[src/rtl/reg_write_demux16_pkg.sv]
// Shared constants for the register-bank write path.
package reg_write_demux16_pkg;

  localparam int unsigned REG_DATA_W = 16;
  localparam int unsigned REG_COUNT  = 16;
  localparam int unsigned REG_ADDR_W = 4;
  localparam int unsigned REG_CNT_W  = 8;

  // Decoded write enable when no write is in flight.
  localparam logic [REG_COUNT-1:0] WEN_IDLE = '0;

endpackage

[src/rtl/reg_write_demux16_if.sv]
// Write-request and bank-status bundle for reg_write_demux16.
// master: drives I_WE/I_WADDR/I_WDATA, observes the O_* status.
// slave : the write demux itself.
interface reg_write_demux16_if
  import reg_write_demux16_pkg::*;
#(
  parameter int unsigned DATA_WIDTH = REG_DATA_W,
  parameter int unsigned NUM_REGS   = REG_COUNT,
  parameter int unsigned CNT_WIDTH  = REG_CNT_W
);

  logic                           I_WE;
  logic [REG_ADDR_W-1:0]          I_WADDR;
  logic [DATA_WIDTH-1:0]          I_WDATA;
  logic [NUM_REGS-1:0]            O_WEN;
  logic [NUM_REGS*DATA_WIDTH-1:0] O_REGS;
  logic                           O_PEND_VALID;
  logic [REG_ADDR_W-1:0]          O_PEND_ADDR;
  logic [CNT_WIDTH-1:0]           O_WCOUNT;

  modport master (
    output I_WE, I_WADDR, I_WDATA,
    input  O_WEN, O_REGS, O_PEND_VALID, O_PEND_ADDR, O_WCOUNT
  );

  modport slave (
    input  I_WE, I_WADDR, I_WDATA,
    output O_WEN, O_REGS, O_PEND_VALID, O_PEND_ADDR, O_WCOUNT
  );

endinterface

[src/rtl/reg_write_demux16_decoder4_16.sv]
// Combinational 4-to-16 one-hot decoder with enable.
// en       : decode enable; output is all zeros when low
// addr     : index to decode
// onehot_c : one-hot result (combinational)
module decoder4_16
  import reg_write_demux16_pkg::*;
(
  input  logic                  en,
  input  logic [REG_ADDR_W-1:0] addr,
  output logic [REG_COUNT-1:0]  onehot_c
);

  always_comb begin
    onehot_c = WEN_IDLE;
    if (en) onehot_c[addr] = 1'b1;
  end

endmodule

[src/rtl/reg_write_demux16.sv]
// Two-stage write path for the 16-entry register bank.
// I_CLK, I_NRESET : clock, asynchronous active-low reset
// bus.I_WE/I_WADDR/I_WDATA : write request, sampled every rising edge
// bus.O_WEN        : registered one-hot enable of the captured request
// bus.O_REGS       : flattened bank, register k at [16k+15:16k]
// bus.O_PEND_VALID/O_PEND_ADDR : captured-but-uncommitted write
// bus.O_WCOUNT     : committed-write count, wraps
module reg_write_demux16
  import reg_write_demux16_pkg::*;
#(
  parameter int unsigned DATA_WIDTH = REG_DATA_W,
  parameter int unsigned NUM_REGS   = REG_COUNT,
  parameter int unsigned CNT_WIDTH  = REG_CNT_W
)(
  input  logic                   I_CLK,
  input  logic                   I_NRESET,
  reg_write_demux16_if.slave     bus
);

  logic                  s1_valid;
  logic [REG_ADDR_W-1:0] s1_addr;
  logic [DATA_WIDTH-1:0] s1_data;
  logic [NUM_REGS-1:0]   wen_q;
  logic [NUM_REGS-1:0]   dec_c;
  logic [CNT_WIDTH-1:0]  wcount_q;
  logic [DATA_WIDTH-1:0] bank [NUM_REGS];

  // Decode the incoming request; registered below so O_WEN lines up with stage 1.
  decoder4_16 u_dec (
    .en       (bus.I_WE),
    .addr     (bus.I_WADDR),
    .onehot_c (dec_c)
  );

  // Stage 1: capture request; idle cycles clear the latches so stale addr never leaks.
  always_ff @(posedge I_CLK or negedge I_NRESET) begin
    if (!I_NRESET) begin
      s1_valid <= 1'b0;
      s1_addr  <= '0;
      s1_data  <= '0;
      wen_q    <= WEN_IDLE;
    end else begin
      s1_valid <= bus.I_WE;
      s1_addr  <= bus.I_WE ? bus.I_WADDR : '0;
      s1_data  <= bus.I_WE ? bus.I_WDATA : '0;
      wen_q    <= dec_c;
    end
  end

  // Stage 2: commit into the bank and count the write.
  always_ff @(posedge I_CLK or negedge I_NRESET) begin
    if (!I_NRESET) begin
      for (int k = 0; k < int'(NUM_REGS); k++) bank[k] <= '0;
      wcount_q <= '0;
    end else if (s1_valid) begin
      bank[s1_addr] <= s1_data;
      wcount_q      <= wcount_q + CNT_WIDTH'(1);
    end
  end

  for (genvar g = 0; g < int'(NUM_REGS); g++) begin : g_flat
    assign bus.O_REGS[g*DATA_WIDTH +: DATA_WIDTH] = bank[g];
  end

  assign bus.O_WEN        = wen_q;
  assign bus.O_PEND_VALID = s1_valid;
  assign bus.O_PEND_ADDR  = s1_addr;
  assign bus.O_WCOUNT     = wcount_q;

endmodule

[src/flat_wrapper.sv]
// flat-port wrapper written by rule: the top's interface ports become plain ports
module reg_write_demux16_flat import reg_write_demux16_pkg::*;
#(
  parameter int unsigned DATA_WIDTH = REG_DATA_W,
  parameter int unsigned NUM_REGS   = REG_COUNT,
  parameter int unsigned CNT_WIDTH  = REG_CNT_W
)
  (I_CLK, I_NRESET, bus_I_WE, bus_I_WADDR, bus_I_WDATA, bus_O_WEN, bus_O_REGS, bus_O_PEND_VALID, bus_O_PEND_ADDR, bus_O_WCOUNT);
  reg_write_demux16_if #(.DATA_WIDTH(DATA_WIDTH), .NUM_REGS(NUM_REGS), .CNT_WIDTH(CNT_WIDTH)) bus_i ();
  input  logic I_CLK;
  input  logic I_NRESET;
  input wire logic [$bits(bus_i.I_WE)-1:0] bus_I_WE;
  input wire logic [$bits(bus_i.I_WADDR)-1:0] bus_I_WADDR;
  input wire logic [$bits(bus_i.I_WDATA)-1:0] bus_I_WDATA;
  output wire logic [$bits(bus_i.O_WEN)-1:0] bus_O_WEN;
  output wire logic [$bits(bus_i.O_REGS)-1:0] bus_O_REGS;
  output wire logic [$bits(bus_i.O_PEND_VALID)-1:0] bus_O_PEND_VALID;
  output wire logic [$bits(bus_i.O_PEND_ADDR)-1:0] bus_O_PEND_ADDR;
  output wire logic [$bits(bus_i.O_WCOUNT)-1:0] bus_O_WCOUNT;
  assign bus_i.I_WE = bus_I_WE;
  assign bus_i.I_WADDR = bus_I_WADDR;
  assign bus_i.I_WDATA = bus_I_WDATA;
  assign bus_O_WEN = bus_i.O_WEN;
  assign bus_O_REGS = bus_i.O_REGS;
  assign bus_O_PEND_VALID = bus_i.O_PEND_VALID;
  assign bus_O_PEND_ADDR = bus_i.O_PEND_ADDR;
  assign bus_O_WCOUNT = bus_i.O_WCOUNT;
  reg_write_demux16 #(.DATA_WIDTH(DATA_WIDTH), .NUM_REGS(NUM_REGS), .CNT_WIDTH(CNT_WIDTH)) u_core (.I_CLK(I_CLK), .I_NRESET(I_NRESET), .bus(bus_i));
endmodule
[config.mk]
export PLATFORM = sky130hd
export DESIGN_NAME = reg_write_demux16_flat
export DESIGN_NICKNAME = d
export VERILOG_FILES = /design/src/rtl/reg_write_demux16_pkg.sv /design/src/rtl/reg_write_demux16_if.sv /design/src/rtl/reg_write_demux16_decoder4_16.sv /design/src/rtl/reg_write_demux16.sv /design/src/flat_wrapper.sv
export SDC_FILE = /design/constraint.sdc
export NUM_CORES = 1
export LEC_CHECK = 0
export ABC_AREA = 1
export BUFFER_PORTS_ARGS = -buffer_cell sky130_fd_sc_hd__buf_4
export CAP_MARGIN = 20
export CORE_ASPECT_RATIO = 0.9
export CORE_MARGIN = 3
export CORE_UTILIZATION = 50
export CTS_CLUSTER_SIZE = 10
export DETAILED_ROUTE_END_ITERATION = 16
export PLACE_DENSITY = 0.77
export SYNTH_ARGS = -nofsm -noshare
export SYNTH_HDL_FRONTEND = slang
export SYNTH_SLANG_ARGS = --single-unit
[constraint.sdc]
create_clock -name I_CLK -period 1.7 [get_ports I_CLK]
set_input_delay 0.255 -clock I_CLK [delete_from_list [all_inputs] [get_ports I_CLK]]
set_output_delay 0.255 -clock I_CLK [all_outputs]
set_load 0.05 [all_outputs]
Word level (Yosys, flattened, before mapping)
Index checks and enable logic that the tools add are counted.

operators by class
  reductions and logical operators = 2
  add/sub/neg operators = 1
  $lt $le $gt $ge = 4
  muxes and demuxes = 8
  bitwise gates (word level) = 1

operators by type and width
  operator                                              count
  bitwise mux 256 bit                                   1
  demux 16 bit (select 4 bit)                           1
  two-way mux 16 bit                                    3
  adder 8 x 1 -> 8 bit (second input constant)          1
  >= comparator 5 bit (second input constant)           1
  < comparator 4 x 5 -> 1 bit (second input constant)   1
  < comparator 5 x 1 -> 1 bit (second input constant)   1
  inverter 4 -> 5 bit                                   1
  demux 1 bit (select 4 bit)                            1
  >= comparator 4 x 1 -> 1 bit (second input constant)  1
  two-way mux 4 bit                                     1
  logical AND 1 bit                                     2
  two-way mux 1 bit                                     1

storage, ports and cells
  register bits after elaboration = 301
  logic and storage cells = 37
  input port bits = 23

Depth between registers and ports, before layout
Gate-level depths: netlist of run 1.

  word-level depth = 6
  gate-level depth with buffers = 7
  gate-level depth less buffers = 7

Modules after synthesis
From an unflattened synthesis of run 1, not the netlist that was laid out.

second synthesis, totals
  cell total of the unflattened synthesis = 1126
  area, all modules = 11011.8 sq um

modules (own cells, without submodules)
  module             area each (sq um)  sequential area each (sq um)  instances  cells an instance
  reg_write_demux16  10871.7            7532.2                        1          1093
  decoder4_16        140.1              0.0                           1          33

Worst setup path after synthesis of run 1
No wires, ideal clock.

  path type = register to register
  from = register u_core.s1_addr[3], in the netlist u_core.bus.O_PEND_ADDR[3]
  to = register u_core.bank, in the netlist u_core.bus.O_REGS[193]
  clock period less this slack = 1.677 ns
  cell stages (with the launch flop) = 7
  library setup time = 0.133 ns
  data arrival time = 1.544 ns
  path buffers = 1
  setup slack = 0.023 ns
  cell sequence = dfrtp_1 -> nand2_1 -> inv_1 -> nand3_1 -> clkbuf_1 -> nand2_1 -> o21ai_0

between the ends
  cells in the longest elaborated chain, start to end = 6

ends and longest elaborated chain
  element                                                                                   line                     source
  from (decl)                                                                               reg_write_demux16.sv:21  logic [REG_ADDR_W-1:0] s1_addr;
  from (signal assigned)                                                                    reg_write_demux16.sv:44  s1_addr <= bus.I_WE ? bus.I_WADDR : '0;
  inverter 4 -> 5 bit (not written as such) *                                               reg_write_demux16.sv:56  bank[s1_addr] <= s1_data;
  >= comparator 5 bit (not written as such) or < comparator 5 x 1 -> 1 bit (tied branches)  reg_write_demux16.sv:56
  logical AND 1 bit (not written as such)                                                   reg_write_demux16.sv:56
  two-way mux 16 bit (not written as such)                                                  reg_write_demux16.sv:56
  demux 16 bit (select 4 bit) *                                                             reg_write_demux16.sv:56
  bitwise mux 256 bit *                                                                     reg_write_demux16.sv:56
  to (signal, indexed assignment)                                                           reg_write_demux16.sv:56
  to (decl)                                                                                 reg_write_demux16.sv:26  logic [DATA_WIDTH-1:0] bank [NUM_REGS];

Every way passes the cells marked *; elsewhere a longest branch is shown, timed or not.
A chain may end at the register's enable or synchronous reset.

Worst setup path in the final report of run 1
  from = register u_core.s1_valid, in the netlist u_core.bus.O_PEND_VALID
  to = output port bus_O_PEND_VALID

RTL lines
  element                 line                     source
  from (decl)             reg_write_demux16.sv:20  logic s1_valid;
  from (signal assigned)  reg_write_demux16.sv:43  s1_valid <= bus.I_WE;
  to (decl)               flat_wrapper.sv:17       output wire logic [$bits(bus_i.O_PEND_VALID)-1:0] bus_O_PEND_VALID;

No word-level cell between the ends.

==> results.json, run 1 <==
{
  "status": "finished clean",
  "sw_frac_of_total": 0.3596,
  "cap_violations": 0,
  "rsz0062_at_grt": "no",
  "tritoncts": "done",
  "power_frac_clock": 0.313,
  "drc": 0,
  "end_kind": "output pin",
  "ys_warn_count": 0,
  "worstPathArrival_ns": 1.28,
  "worst_pin_slew_ns": 0.6459,
  "finalSetupViolCount": 0,
  "crit_fanout": 7,
  "drtIter0Drc": 820,
  "cts_inserted_buffers": 36,
  "synth_edf_count": 0,
  "die_x_um": 162.3,
  "ys_seq_area_frac": 0.6849,
  "gp_congestion": 0.8327,
  "cp_cell_sequence": "buf_4",
  "grt_pass1_wl_um": 52350,
  "critPathTopFamily": "flip-flops",
  "drive_above_1_share": 0.2739,
  "syn2layout_area_growth_pct": 35.68,
  "critPathBufInv": 1,
  "cpPeakStageDelay_ns": 0.50,
  "grt_pass1_vias": 9100,
  "max_freq_mhz": 651.5,
  "yosysUniqueCellTypes": 18,
  "first_pass_iters": 6,
  "placed_cells": 1665,
  "clkLatencyLatePin_ns": 0.51,
  "finalNonFillerCells": 1728,
  "syn_inst": 1105,
  "fin_nets": 1462,
  "layout_min_cycle_time_ns": 1.535,
  "critPathKind": "reg2out",
  "hpwl_um": 22800,
  "peakVddDrop_mv": 0.7982,
  "cp.required_ns": 1.44,
  "post-route-period-util": 0.9028,
  "rows": 50,
  "core-area_mm2": 0.02121,
  "hp-class": "in2reg",
  "async_flop_share": 1.000,
  "power_per_cell_area_mw_per_mm2": 1402,
  "fin_util": 0.7035,
  "grt_usage": 0.2843,
  "synthFlopType": "dfrtp_1",
  "cts_sinks": 301,
  "die_y_um": 146.7,
  "netlist_area_mm2": 0.01100,
  "diodes": 0,
  "clk_pin_slew_ns": 0.05,
  "drv_slew": 0,
  "crit_path_start_kind": "flip-flop",
  "initial_core_util": 0.5185,
  "slew_headroom": 0.5689,
  "dieArea_mm2": 0.02381,
  "wire_per_inst_um": 19.46,
  "antenna_found_initial": 2,
  "vias": 9101,
  "p_int_mw": 13.40,
  "gr-total-overflow": 0,
  "htree_levels": 2,
  "synth_nets": 1129,
  "leakagePower_nw": 7.932,
  "avgSynthCellArea_um2": 9.952,
  "power.net_switching_mw": 7.526,
  "crit_path_top_delay_cell": "dfrtp_1",
  "p_seq_frac": 0.412,
  "finalSetupTns_ns": 0,
  "root_buffer": "clkbuf_16",
  "pin_count": 308,
  "final_antenna_net_count": 0,
  "pwr-share-comb": 0.275,
  "skew_ns": 0.01539,
  "grt_max_degree": 69,
  "clock_tree.buffer_depth": 3,
  "viasPerCell": 5.267,
  "hold_violations": 0,
  "synth_seq_cells": 301,
  "wl_um": 33620,
  "portBuffers": 307
}
## flip-flops by register name (all words and copies together), names as in the netlist
signal	cells
u_core.bus.O_PEND_ADDR	4
u_core.s1_data	16
u_core.bus.O_REGS	256
u_core.bus.O_WEN	16
u_core.bus.O_WCOUNT	8
u_core.bus.O_PEND_VALID	1
## cell usage after synthesis, types with 3 or more instances
cell	instances	area (um2)
o21ai_0	249	1246
nand2_1	379	1423
dfrtp_1	301	7532
buf_4	4	30.03
nor2_4	3	33.78
xor2_1	3	26.28
nor2_1	14	52.55
o21ai_1	7	35.03
nor2_2	5	31.28
nand3_1	7	35.03
clkbuf_1	55	206.5
nor3_1	8	40.04
buf_2	11	55.05
inv_1	55	206.5
## cell usage in the layout, fill, tap and decap left out, drive strengths merged
cell and count:
nand2 379, buf 345, dfrtp 301, o21ai 256, inv 59, clkbuf 39, nor2 22, dlygate4sd3 20
nor3 8, nand3 7, xor2 3, nand3b 2, ha 1
## path summary, 6_finish.rpt
| kind | startpoint | slack (ns) | end | depth (start not counted) |
|---|---|---|---|---|
| max | u_core.bus.O_PEND_VALID$_DFF_PN0_ | 0.17 | bus_O_PEND_VALID | 1 |
| min | bus_I_WE | 0.05 | u_core.bus.O_PEND_VALID$_DFF_PN0_ | 1 |
| max reg2reg | u_core.bus.O_PEND_ADDR[3]$_DFF_PN0_ | 0.23 | u_core.bus.O_REGS[156]$_DFFE_PN0P_ | 7 |
| min reg2reg | u_core.bus.O_REGS[67]$_DFFE_PN0P_ | 0.48 | u_core.bus.O_REGS[67]$_DFFE_PN0P_ | 2 |
| max in group asynchronous | I_NRESET | 0.75 | u_core.bus.O_REGS[101]$_DFFE_PN0P_ | 3 |
| min in group asynchronous | I_NRESET | 0.30 | u_core.bus.O_REGS[91]$_DFFE_PN0P_ | 2 |
## layer usage
metal	routed length, um	GRT usage	vias up
li1	-	-	4170
met1	13100	0.3754	4413
met2	15830	0.4471	432
met3	3302	0.07922	86
met4	1394	0.1194	0
met5	0	0	-
## cell families after synthesis
group | count (synthesis) | share of synthesized area
flops | 301 | 0.6849
xor+xnor | 3 | 0.002390
fa+ha+maj | 1 | 0.001138
simple gates | 418 | 0.1494
compound gates | 256 | 0.1165
buf+inv | 126 | 0.04563
## metrics by stage
step                power (mW)  instance area (um2)  hold WS [ns]  setup WS, ns
finish                   20.93                14920       0.04713        0.1652
global route             21.76                14920       0.02848       0.07431
CTS                      21.07                14900       0.02296        0.1241
detailed placement       14.44                13740        0.2298        0.1301
floorplan                12.29                11000      -0.04059       0.02269
global placement         14.34                13740        0.2273        0.2382
## repair_timing
action | CTS | global route
endpoints found under the setup margin | 0 | 16
hold buffers | 20 | 0
endpoints found under the hold margin | 66 | 0
resized for setup | 0 | 0
setup buffers | 0 | 1
## area by class of cell
| class | instances | area, um2 |
|---|---|---|
| Tap cell | 286 | 357.8 |
| Clock buffer | 39 | 933.4 |
| Timing Repair Buffer | 365 | 2898 |
| Inverter | 56 | 210.2 |
| Sequential cell | 301 | 7532 |
| Clock inverter | 3 | 26.28 |
| Multi-Input combinational cell | 678 | 2963 |
| Fill cell | 1567 | 6287 |
## power groups by stage
stage | clock network (mW) | registers [mW] | logic, mW
global placement | 0 | 8.69 | 5.65
global route | 6.98 | 8.71 | 6.07
CTS | 6.67 | 8.61 | 5.79
finish | 6.55 | 8.62 | 5.75
detailed placement | 0 | 8.70 | 5.74
floorplan | 0 | 11.5 | 0.799
Power figures use the tool's default switching activity.
==> run 2, diff against run 1 <==
CORE_UTILIZATION = 47   (was 50)
PLACE_DENSITY = 0.76   (was 0.77)
clock period = 1.3 ns   (was 1.7 ns; I/O delays follow)
==> run 2 against run 1 <==
Compared with the run above:
- the run now ends with negative setup slack left
- die area rose by 6.1%
- worst setup slack worse by 0.35 ns
- core utilization increased by 7.1 points
- register-to-register slack got worse by 0.42 ns
- power grew 39%
- worst hold slack improved by 0.18 ns
- critical endpoint is now u_core.bus.O_REGS[0]$_DFFE_PN0P_
- largest power group unchanged
==> results.json, run 2 (synthesized netlist as in run 1, its figures left out) <==
{
  "gr-total-overflow": 0,
  "tritoncts": "done",
  "clock_tree.buffer_depth": 3,
  "finalNonFillerCells": 1838,
  "grt_use_met3": 0.06472,
  "hp-class": "in2async",
  "first_pass_iters": 6,
  "dpl_cell_area_mm2": 0.01450,
  "post-route-period-util": 1.144,
  "cp.required_ns": 1.67,
  "drive_above_1_share": 0.4212,
  "fin_nets": 1556,
  "status": "finished with violations",
  "reg2reg_from": "u_core.bus.O_PEND_ADDR[2]$_DFF_PN0_",
  "final_cell_mix": "nand2_1, dfrtp_1, buf_4",
  "diodes": 0,
  "grt_max_degree": 53,
  "wire_per_inst_um": 22.38,
  "syn2layout_area_growth_pct": 60.34,
  "portBuffers": 307,
  "rsz0062_at_grt": "yes",
  "worstPathArrival_ns": 1.85,
  "grt_usage": 0.2857,
  "final_area_mm2": 0.01763,
  "drv_slew": 0,
  "globalRouteMet1Util": 0.3720,
  "clkLatencyLatePin_ns": 0.51,
  "htree_levels": 2,
  "worst_pin_slew_ns": 0.7052,
  "cap_violations": 0,
  "drc": 0,
  "power_per_cell_area_mw_per_mm2": 1654,
  "hold_violations": 0,
  "finalSetupTns_ns": -19.58,
  "crit_path_start_kind": "flip-flop",
  "clk_pin_slew_ns": 0.06,
  "rows": 52,
  "dieArea_mm2": 0.02527,
  "layout_commonest_cell": "nand2_1",
  "root_buffer": "clkbuf_16",
  "critPathKind": "reg2reg",
  "hpwl_um": 24090,
  "initial_core_util": 0.4829,
  "skew_ns": 0.02439,
  "r2r_cells": 6,
  "antenna_found_initial": 0,
  "die_y_um": 151.1,
  "core-area_mm2": 0.02277,
  "placed_cells": 1716,
  "fin_util": 0.7743,
  "cts_inserted_buffers": 36,
  "grt_pass1_vias": 9724,
  "end_kind": "flip-flop",
  "slew_headroom": 0.5293,
  "viasPerCell": 5.507,
  "cts_sinks": 301,
  "vias": 10120,
  "pin_count": 308,
  "grtUsageMet2": 0.4713,
  "gp_congestion": 0.8650,
  "wl_um": 41130,
  "peakVddDrop_mv": 1.215,
  "die_x_um": 167.2,
  "drtIter0Drc": 797,
  "rr_endpoint": "u_core.bus.O_REGS[0]$_DFFE_PN0P_",
  "largest_reg_flops": 256,
  "r2r_slack_ns": -0.19,
  "leakagePower_nw": 9.037,
  "top_usage_layer": "met2",
  "violations": "negative setup slack",
  "final_antenna_net_count": 0,
  "setup_ws_ns": -0.1868,
  "finalSetupViolCount": 310,
  "crit_fanout": 8,
  "grt_pass1_wl_um": 55750,
  "max_freq_mhz": 672.6,
  "layout_min_cycle_time_ns": 1.487
}
[run 2: per-stage QoR]
| step | total power, mW | worst slack (ns) | hold WS [ns] |
|---|---|---|---|
| after global placement | 19.11 | -0.05558 | 0.1843 |
| after global routing | 30.06 | -0.2057 | 0.2639 |
| final | 29.15 | -0.1868 | 0.2311 |
| after detailed placement | 19.26 | -0.1326 | 0.1864 |
| after floorplan | 16.20 | -0.1166 | -0.1006 |
| after CTS | 28.57 | -0.1170 | 0.2433 |
[run 2: power by group]
| part | switching, mW | total [mW] | internal, mW |
|---|---|---|---|
| Sequential | 1.01 | 11.5 | 10.5 |
| Clock | 3.67 | 8.83 | 5.16 |
| Combinational | 5.98 | 8.82 | 2.84 |
| Total | 10.7 | 29.2 | 18.5 |
[run 2: critical path: stages, from the launching register on]
cell,delay [ns]
dfrtp_4,0.52
nor2_4,0.18
buf_6,0.13
nand3_4,0.16
clkbuf_16,0.22
nand2_1,0.07
o21ai_0,0.09
[run 2: cell type report]
cell class	count	area, um2
repair buffers	459	4762
flip-flops and latches	301	7550
multi-input cells	678	3742
inverters	56	222.7
fillers	1391	5140
clock inverters	2	17.52
clock buffers	45	965.9
well taps	297	371.6
[run 2: worst max path at each step]
stage                                             start                                  to  slack (ns)  cells after the start
floorplan             u_core.bus.O_PEND_VALID$_DFF_PN0_  u_core.bus.O_REGS[100]$_DFFE_PN0P_       -0.12                      7
global placement    u_core.bus.O_PEND_ADDR[3]$_DFF_PN0_   u_core.bus.O_REGS[74]$_DFFE_PN0P_       -0.06                      5
detailed placement  u_core.bus.O_PEND_ADDR[2]$_DFF_PN0_  u_core.bus.O_REGS[145]$_DFFE_PN0P_       -0.13                      5
CTS                 u_core.bus.O_PEND_ADDR[2]$_DFF_PN0_                  bus_O_PEND_ADDR[2]       -0.12                      1
global route        u_core.bus.O_PEND_ADDR[2]$_DFF_PN0_    u_core.bus.O_REGS[0]$_DFFE_PN0P_       -0.21                      6
finish              u_core.bus.O_PEND_ADDR[2]$_DFF_PN0_    u_core.bus.O_REGS[0]$_DFFE_PN0P_       -0.19                      6
[run 2: layer usage]
| metal | up-vias | part of all wire |
|---|---|---|
| met3 | 144 | 0.089 |
| met2 | 589 | 0.48 |
| met5 | - | 0 |
| met4 | 0 | 0.049 |
| met1 | 4988 | 0.38 |
| li1 | 4401 | - |
[run 2: what timing repair did]
| action | in CTS | in global routing |
|---|---|---|
| setup buffers | 19 | 10 |
| pin swaps | 11 | 10 |
| hold endpoints to repair | 82 | 0 |
| endpoints found under the setup margin | 177 | 407 |
| gates resized for setup | 133 | 226 |
| gates cloned | 5 | 21 |
| hold buffers | 22 | 0 |
==> run 3, diff against run 2 <==
GPL_TIMING_DRIVEN = 0   (was not set)
REMOVE_ABC_BUFFERS = 1   (was not set)
==> run 3 against run 2 <==
Compared with the run above:
- the flow still finishes with violations (negative setup slack)
- via count increased by 11%
- final area increased by 6.3%
- first-iteration DRC count increased by 53%
- sequential share of layout area decreased by 2.6 points
- critical path type unchanged
- final cell count increased by 2.1%
==> results.json, run 3 (synthesized netlist as in run 1, its figures left out) <==
{
  "status": "finished with violations",
  "violations": "negative setup slack",
  "drtIter0Drc": 1218,
  "power_per_cell_area_mw_per_mm2": 1591,
  "critPathKind": "reg2reg",
  "hp-class": "in2async",
  "crit_path_start_kind": "flip-flop",
  "final_area_mm2": 0.01874,
  "rsz0062_at_grt": "yes",
  "hpwl_um": 20480,
  "wl_um": 50670,
  "antenna_found_initial": 0,
  "grt_pass1_wl_um": 58850,
  "pin_count": 308,
  "wire_per_inst_um": 27.01,
  "dpl_cell_area_mm2": 0.01347,
  "cp.required_ns": 1.65,
  "vias": 11250,
  "viasPerCell": 5.994,
  "crit_path_top_delay_cell": "dfrtp_2",
  "hold_violations": 0,
  "rows": 52,
  "die_y_um": 151.1,
  "initial_core_util": 0.4829,
  "cts_inserted_buffers": 36,
  "fin_nets": 1601,
  "worst_pin_slew_ns": 0.7083,
  "end_kind": "flip-flop",
  "setup_ws_ns": -0.4019,
  "diodes": 0,
  "power.net_switching_mw": 11.28,
  "clkLatencyLatePin_ns": 0.50,
  "p_seq_frac": 0.387,
  "final_antenna_net_count": 0,
  "drc": 0,
  "grt_pass1_vias": 10040,
  "portBuffers": 307,
  "clock_tree.buffer_depth": 3,
  "finalNonFillerCells": 1876,
  "drive_above_1_share": 0.5301,
  "skew_ns": 0.01794,
  "first_pass_iters": 6,
  "root_buffer": "clkbuf_16",
  "cp_cell_sequence": "buf_4, inv_2, nor2_4, buf_6, buf_6, buf_12, nand2_8, nand2_2, o21ai_1",
  "grt_max_degree": 125,
  "pwr-share-comb": 0.314,
  "worstPathArrival_ns": 2.05,
  "gp_congestion": 0.7914,
  "tritoncts": "done",
  "power_frac_clock": 0.299,
  "placed_cells": 1642,
  "syn2layout_area_growth_pct": 70.45,
  "sw_frac_of_total": 0.3785,
  "slew_headroom": 0.5273,
  "finalSetupViolCount": 318,
  "max_freq_mhz": 587.6,
  "largest_reg_flops": 256,
  "clk_pin_slew_ns": 0.06,
  "p_int_mw": 18.53,
  "peakVddDrop_mv": 1.478,
  "die_x_um": 167.2,
  "crit_fanout": 8,
  "gr-total-overflow": 0,
  "cts_sinks": 301,
  "core-area_mm2": 0.02277,
  "layout_min_cycle_time_ns": 1.702,
  "cap_violations": 0,
  "drv_slew": 0,
  "layout_commonest_cell": "dfrtp_1",
  "final_cell_mix": "dfrtp_1, buf_4, nand2_1",
  "dieArea_mm2": 0.02527,
  "cpPeakStageDelay_ns": 0.42,
  "grt_usage": 0.3022,
  "post-route-period-util": 1.309,
  "leakagePower_nw": 9.304,
  "crit_top_cell": "buf_6",
  "htree_levels": 2
}
-- run 3: layout make-up --
cell class,count,area (um2)
fillers,1112,4028
flip-flops and latches,301,7547
clock buffers,39,943.4
multi-input cells,717,4926
inverters,56,227.7
well taps,297,371.6
clock inverters,1,8.758
repair buffers,465,4720
-- run 3: worst max-delay path: cells and delay by family, from the launching register on --
family,cells,cell delay [ns]
and+or+nand+nor,3,0.41
buffers and inverters,5,0.61
AOI/OAI and AO/OA,1,0.09
DFF,1,0.42
-- run 3: final timing paths --
| check | from | to | slack, ns | depth (start not counted) |
|---|---|---|---|---|
| worst max-delay path | u_core.bus.O_PEND_ADDR[3]$_DFF_PN0_ | u_core.bus.O_REGS[166]$_DFFE_PN0P_ | -0.40 | 9 |
| min in group I_CLK | bus_I_WDATA[15] | u_core.s1_data[15]$_DFF_PN0_ | 0.43 | 4 |
| worst min-delay path | I_NRESET | u_core.bus.O_REGS[249]$_DFFE_PN0P_ | 0.23 | 2 |
| max in group asynchronous | I_NRESET | u_core.bus.O_REGS[247]$_DFFE_PN0P_ | 0.29 | 3 |
| worst min register to register | u_core.bus.O_REGS[197]$_DFFE_PN0P_ | u_core.bus.O_REGS[197]$_DFFE_PN0P_ | 0.48 | 2 |
| worst max register to register | u_core.bus.O_PEND_ADDR[3]$_DFF_PN0_ | u_core.bus.O_REGS[166]$_DFFE_PN0P_ | -0.40 | 9 |
-- run 3: repair_timing --
| action | CTS | global route |
|---|---|---|
| setup buffers | 52 | 70 |
| gates cloned | 23 | 29 |
| pin swaps | 94 | 163 |
| resized for setup | 275 | 514 |
| hold buffers | 22 | 0 |
| endpoints found under the setup margin | 274 | 474 |
| endpoints found under the hold margin | 83 | 0 |
-- run 3: per-layer routing --
metal / part of all wire / GRT usage
met1: 0.34 / 0.3842
met2: 0.48 / 0.4955
met3: 0.10 / 0.07620
met4: 0.073 / 0.1391
met5: 0 / 0
-- run 3: through the flow --
step | setup WS [ns] | hold WS (ns) | power, mW | util | setup TNS (ns)
global route | -0.4276 | 0.2631 | 30.56 | 0.8231 | -77.75
CTS | -0.1962 | 0.2162 | 27.89 | 0.7148 | -36.96
finish | -0.4019 | 0.2294 | 29.81 | 0.8231 | -67.39
global placement | -2.532 | 0.3820 | 18.57 | 0.5876 | -972.12
detailed placement | -1.448 | 0.1451 | 18.72 | 0.5916 | -218.47
floorplan | -0.9352 | -0.1006 | 16.03 | - | -159.44
-- run 3: power by group through the flow --
stage / logic (mW) / clock network [mW] / registers, mW
5_1_grt: 9.67 / 9.28 / 11.6
6_report: 9.35 / 8.92 / 11.5
3_5_place_dp: 7.37 / 0 / 11.3
4_1_cts: 7.91 / 8.73 / 11.3
3_3_place_gp: 7.24 / 0 / 11.3
2_1_floorplan: 0.996 / 0 / 15.0
